--- src/rtl/sync_gray_pointer.sv ---
// sync_gray_pointer
// Brings a gray-coded FIFO pointer from the foreign (write) clock domain into
// the local read_clk domain through SYNC_STAGES flops. It then provides a
// registered binary copy, the pointer advance since the previous cycle and a
// change flag.
// Optional feature macro: GRAY_CHECK_EN compiles in a sticky gray-violation
// detector (gray_error / clear_error). Without it gray_error is tied low.
module sync_gray_pointer #(
  parameter int ADDRESS_SIZE = 3,
  parameter int SYNC_STAGES  = 2
) (
  input  logic                  read_clk,
  input  logic                  read_reset,
  input  logic [ADDRESS_SIZE:0] write_pointer,
  input  logic                  clear_error,
  output logic [ADDRESS_SIZE:0] read_to_write_pointer,
  output logic [ADDRESS_SIZE:0] read_to_write_pointer_bin,
  output logic [ADDRESS_SIZE:0] pointer_advance,
  output logic                  pointer_changed,
  output logic                  gray_error
);

  localparam int W = ADDRESS_SIZE + 1;

  // A chain shorter than two flops is not a synchroniser; deeper than four is not supported.
  if (SYNC_STAGES < 2 || SYNC_STAGES > 4) begin : g_depth_check
    $error("sync_gray_pointer: SYNC_STAGES must be in the range 2..4");
  end

  // Gray to binary: each binary bit is the XOR of all gray bits at or above it.
  function automatic logic [W-1:0] gray_to_bin(input logic [W-1:0] gray);
    logic [W-1:0] bin;
    bin[W-1] = gray[W-1];
    for (int i = W - 2; i >= 0; i--) begin
      bin[i] = bin[i+1] ^ gray[i];
    end
    return bin;
  endfunction

  logic [W-1:0] sync_q [SYNC_STAGES];
  logic [W-1:0] bin_d;
  logic [W-1:0] bin_q;
  logic [W-1:0] advance_d;
  logic [W-1:0] advance_q;
  logic         changed_d;
  logic         changed_q;

  // Shift the foreign pointer through the synchroniser chain.
  always_ff @(posedge read_clk or posedge read_reset) begin
    if (read_reset) begin
      for (int i = 0; i < SYNC_STAGES; i++) begin
        sync_q[i] <= {W{1'b0}};
      end
    end else begin
      sync_q[0] <= write_pointer;
      for (int i = 1; i < SYNC_STAGES; i++) begin
        sync_q[i] <= sync_q[i-1];
      end
    end
  end

  assign read_to_write_pointer = sync_q[SYNC_STAGES-1];

  // Decode the synchronised pointer and measure its advance against the held binary value.
  always_comb begin
    bin_d     = gray_to_bin(read_to_write_pointer);
    advance_d = bin_d - bin_q;
    changed_d = (advance_d != {W{1'b0}});
  end

  // Register binary value, advance and change flag together so they stay aligned.
  always_ff @(posedge read_clk or posedge read_reset) begin
    if (read_reset) begin
      bin_q     <= {W{1'b0}};
      advance_q <= {W{1'b0}};
      changed_q <= 1'b0;
    end else begin
      bin_q     <= bin_d;
      advance_q <= advance_d;
      changed_q <= changed_d;
    end
  end

  assign read_to_write_pointer_bin = bin_q;
  assign pointer_advance           = advance_q;
  assign pointer_changed           = changed_q;

`ifdef GRAY_CHECK_EN
  // True when two gray values differ in more than one bit position.
  function automatic logic multi_bit_change(input logic [W-1:0] a, input logic [W-1:0] b);
    logic [W-1:0] diff;
    int unsigned  ones;
    diff = a ^ b;
    ones = 32'd0;
    for (int i = 0; i < W; i++) begin
      ones = ones + {31'd0, diff[i]};
    end
    return (ones > 32'd1);
  endfunction

  logic [W-1:0] gray_prev_q;
  logic         violation_s;
  logic         error_d;
  logic         error_q;

  // A fresh violation takes priority over a clear request; otherwise the flag is sticky.
  always_comb begin
    violation_s = multi_bit_change(read_to_write_pointer, gray_prev_q);
    if (violation_s) begin
      error_d = 1'b1;
    end else if (clear_error) begin
      error_d = 1'b0;
    end else begin
      error_d = error_q;
    end
  end

  // Remember last cycle's synchronised gray value and hold the sticky flag.
  always_ff @(posedge read_clk or posedge read_reset) begin
    if (read_reset) begin
      gray_prev_q <= {W{1'b0}};
      error_q     <= 1'b0;
    end else begin
      gray_prev_q <= read_to_write_pointer;
      error_q     <= error_d;
    end
  end

  assign gray_error = error_q;
`else
  logic unused_clear_error;
  assign unused_clear_error = clear_error;
  assign gray_error         = 1'b0;
`endif

endmodule

--- config.mk ---
export PLATFORM = sky130hd
export DESIGN_NAME = sync_gray_pointer
export DESIGN_NICKNAME = d
export VERILOG_FILES = /design/src/rtl/sync_gray_pointer.sv
export SDC_FILE = /design/constraint.sdc
export NUM_CORES = 1
export LEC_CHECK = 0
export ABC_AREA = 1
export BUFFER_PORTS_ARGS = -buffer_cell sky130_fd_sc_hd__buf_4
export CAP_MARGIN = 20
export CORE_UTILIZATION = 45
export CTS_CLUSTER_SIZE = 28
export DETAILED_ROUTE_END_ITERATION = 10
export PLACE_DENSITY = 0.79
export SLEW_MARGIN = 25
export SYNTH_ARGS = -nofsm -noshare
export SYNTH_HDL_FRONTEND = slang
export SYNTH_SLANG_ARGS = --single-unit
--- constraint.sdc ---
create_clock -name read_clk -period 2.1 [get_ports read_clk]
set_input_delay 0.21 -clock read_clk [delete_from_list [all_inputs] [get_ports read_clk]]
set_output_delay 0.21 -clock read_clk [all_outputs]
set_load 0.03 [all_outputs]
After elaboration in Yosys (flattened, before gate mapping)
Cells that the tools add are included.
Widths: inputs -> output; s select.
{ "op_classes": {"addsub": 1, "bitwise": 3, "reduce_logical": 1} }
{ "op_table": {"columns": ["cell", "count"], "rows": [
  ["$reduce_bool 4->1", 1],
  ["$sub 4x4->4", 1],
  ["$xor 1x1->1", 3]
]} }
{ "totals": {"regBits": 17, "in_bits": 7, "output_inout_bits": 14, "wordCells": 10} }

Logic depth before layout (Yosys ltp)
{ "depth": {"ltp_word": 5, "ltp_mapped": 12, "mapped_depth_nobuf": 12} }

Worst setup path after synthesis
No wires, ideal clock.
{ "synth_timing": {"kind": "register to register", "start": "register sync_q (netlist bit read_to_write_pointer[3])", "end": "register changed_q, in the netlist pointer_changed", "setup_ps": 125, "t_arrival_ps": 1739, "required_ps": 1975, "setup_slack_ps": 236, "path_stages_with_launch": 12, "n_path_buf": 0, "cell_sequence": "dfrtp_1 nand2_1 nand3_2 nand2_2 nand2_2 nand2_2 inv_2 ha_1 fa_1 nand2_1 nor2_1 nand3_1"} }
{ "synth_between": {"elab_chain_cells": 5} }
{ "synth_rtl": {"columns": ["element", "line_no", "rtl"], "rows": [
  ["from (decl)", "40", "logic [W-1:0] sync_q [SYNC_STAGES];"],
  ["from (signal, indexed assignment)", "52", "sync_q[i] <= {W{1'b0}};"],
  ["from (signal, indexed assignment)", "57", "sync_q[i] <= sync_q[i-1];"],
  ["$xor 1x1->1 (3 in series)", "35", "bin[i] = bin[i+1] ^ gray[i];"],
  ["net bin_d[0]", "41", "logic [W-1:0] bin_d;"],
  ["$sub 4x4->4", "67", "advance_d = bin_d - bin_q;"],
  ["$reduce_bool 4->1", "68", "changed_d = (advance_d != {W{1'b0}});"],
  ["net changed_d", "45", "logic changed_d;"],
  ["to (signal assigned)", "80", "changed_q <= changed_d;"],
  ["to (decl)", "46", "logic changed_q;"]
]} }
The timed path passes the listed nets, and every way through them passes these cells.

Worst setup path after layout
Ends and elaborated chain as after synthesis.

==> results.yml <==
routing:
  avgRoutedWirePerCell_um: 9.11
  drc_errors: 0
  drt-total-wl_um: 875
  top_layer: "met4"
  dr.pass1.iters: 2
  vias: 421
  viasPerCell: 4.39
  dr_wl_met2_um: 434
  wl_met3_um: 65
  drt-initial-drc-count: 1
  m1WireLength_um: 357
  antenna_left: 0
sta:
  rsz0062_at_grt: "false"
  post-route-period-util_pct: 93.2
  finalMaxSlewViolations: 0
  hold_ws_ns: -0.00364
  finalSetupViolCount: 0
  fmax_ghz: 0.511
  worst_pin_slew_ns: 0.605
  skew_ns: 0.00114
  hold_viol_final: 6
  setup_tns_ns: 0
  slew_headroom_pct: 59.6
  period_needed_ns: 1.96
  timing.final.ws_setup_ns: 0.142
layout:
  area_delta_synth_final_pct: 21.7
  n_antenna_cell: 0
  drive_gt1_share_pct: 38.3
  fin_nets: 93
logic_synthesis:
  syn-num-nets: 74
  synth_seq_cells: 17
  synthCells: 63
  syn_avg_cell_area_um2: 11.1
  yosysSeqAreaShare_pct: 61.0
  yosysUniqueCellTypes: 16
  synth_warnings: 0
  synth_area_um2: 697
setup_path:
  r2r_cells: 11
  worstSetupEndpointType: "flip-flop"
  cp.required_ns: 2.27
  crit_type: "flip-flop to flip-flop"
  startpoint_type: "flip-flop"
  path_max_fanout: 5
  cp.arrival_ns: 2.12
clocking:
  clk_latency_ns: 0.28
  cts_tree: "built"
  cts_max_level: 1
  clk_pin_slew_ns: 0.08
  cts_root_buf: "clkbuf_4"
  cts_max_path_buffers: 2
  cts_hold_buf: 0
  cts_sinks: 17
  cts_buffers: 3
floorplan:
  io_pins: 21
  die_area_um2: 1710
  initial_core_util_pct: 51.0
  die_h_um: 41.4
  die_width_um: 41.4
  fp-row-count: 13
  coreArea_um2: 1370
global_routing:
  grt_overflow: 0
  grt_use_total_pct: 12.9
  antenna_found_initial: 0
  grt_max_degree: 18
  first_global_vias: 354
  grt_pass1_wl_um: 1260
power:
  finalPower_mw: 0.758
  powerDensity_nw_per_um2: 893
  p_leak_nw: 0.465
  ir_drop_v: 0.000586
job:
  maxCapViolCount: 0
placed_design:
  port-buffer-count: 18
  dp_hpwl_um: 691
  gp_congestion: 0.711
  dp_slack_ns: 0.0897
worst_hold_path:
  hold_path_class: "input pin to asynchronous set/reset pin"
outcome:
  violations: "hold timing"
  outcome: "finished, violations left"
==> state kept, by name (all words and copies together) (netlist names) <==
name and cells:
read_to_write_pointer_bin 4, sync_q 4, pointer_changed 1, read_to_write_pointer 4
pointer_advance 4
==> cell families after synthesis <==
group,count (synthesis),synth area share [%]
other cells,1,0.538
buf+inv,18,12.4
simple gates,20,14.5
xor+xnor,2,2.51
compound gates,1,0.717
fa+ha+maj,4,8.26
flops,17,61.0
==> critical path, cell delays in order, from the launching register on <==
cell and delay (ns):
dfrtp_2 0.44, nand2_1 0.10, nand3_2 0.09, nand2_2 0.10
nand2_2 0.05, nand2_2 0.06, inv_2 0.03, ha_1 0.20
fa_1 0.53, nand2_1 0.06, nor2_1 0.10, nand3_1 0.08
==> metal layers <==
layer / vias to the layer above / track usage [%]
met4: 0 / 9.68
met3: 2 / 7.98
met5: - / 0
met1: 184 / 10.7
met2: 17 / 21.9
li1: 218 / -
==> cells in the mapped netlist <==
master	number	share of area, %
nand3_2	2	2.9
dfrtp_1	17	61
xnor2_1	1	1.3
inv_2	2	1.1
nand3_1	3	2.2
nor2_1	2	1.1
xor2_1	1	1.3
or2_2	1	0.90
buf_4	5	5.4
conb_1	1	0.54
fa_1	1	2.9
nand2_1	9	4.8
o21ai_0	1	0.72
inv_1	11	5.9
nand2_2	3	2.7
ha_1	3	5.4
==> through the flow <==
step | util (%) | instances | cell area (µm²)
floorplan | - | 63 | 697
global placement | 59.5 | 91 | 813
detailed placement | 59.5 | 91 | 813
CTS | 61.4 | 95 | 840
global route | 62.1 | 96 | 848
finish | 62.1 | 96 | 848
==> path summary, 6_finish.rpt <==
check                                                   start  slack (ns)                                 end
setup / recovery           read_to_write_pointer[3]$_DFF_PP0_        0.14           pointer_changed$_DFF_PP0_
hold / removal                                     read_reset      -0.004  read_to_write_pointer[2]$_DFF_PP0_
setup reg to reg           read_to_write_pointer[3]$_DFF_PP0_        0.14           pointer_changed$_DFF_PP0_
hold reg to reg                           sync_q[6]$_DFF_PP0_        0.36  read_to_write_pointer[2]$_DFF_PP0_
max in group asynchronous                          read_reset        1.68  read_to_write_pointer[3]$_DFF_PP0_
min in group read_clk                        write_pointer[3]        0.03                 sync_q[7]$_DFF_PP0_
==> area by class of cell <==
cell class / count / area, µm²
clock buffer: 4 / 26.3
fill: 119 / 518
inverter: 13 / 48.8
multi-input combinational: 28 / 185
sequential: 17 / 427
tap: 15 / 18.8
timing repair buffer: 19 / 143
==> placed cells by master, fill, tap and decap left out <==
cell type,instances
buf_4,19
clkbuf_1,1
clkbuf_4,3
conb_1,1
dfrtp_1,16
dfrtp_2,1
fa_1,1
ha_1,3
inv_1,11
inv_2,2
nand2_1,9
nand2_2,3
nand3_1,3
nand3_2,2
nor2_1,2
o21ai_0,1
or2_2,1
xnor2_1,1
xor2_1,1
==> repair_timing <==
action / CTS / global route
endpoints found under the hold margin: 0 / 0
buffers inserted: 0 / 1
endpoints found under the setup margin: 0 / 1
gates resized for setup: 0 / 1
==> report_power, final <==
part | switching [mW] | internal [mW] | total [mW]
logic | 0.135 | 0.0820 | 0.217
clock network | 0.0875 | 0.0737 | 0.161
registers | 0.0154 | 0.365 | 0.380
(Power assumes the default switching activity.)
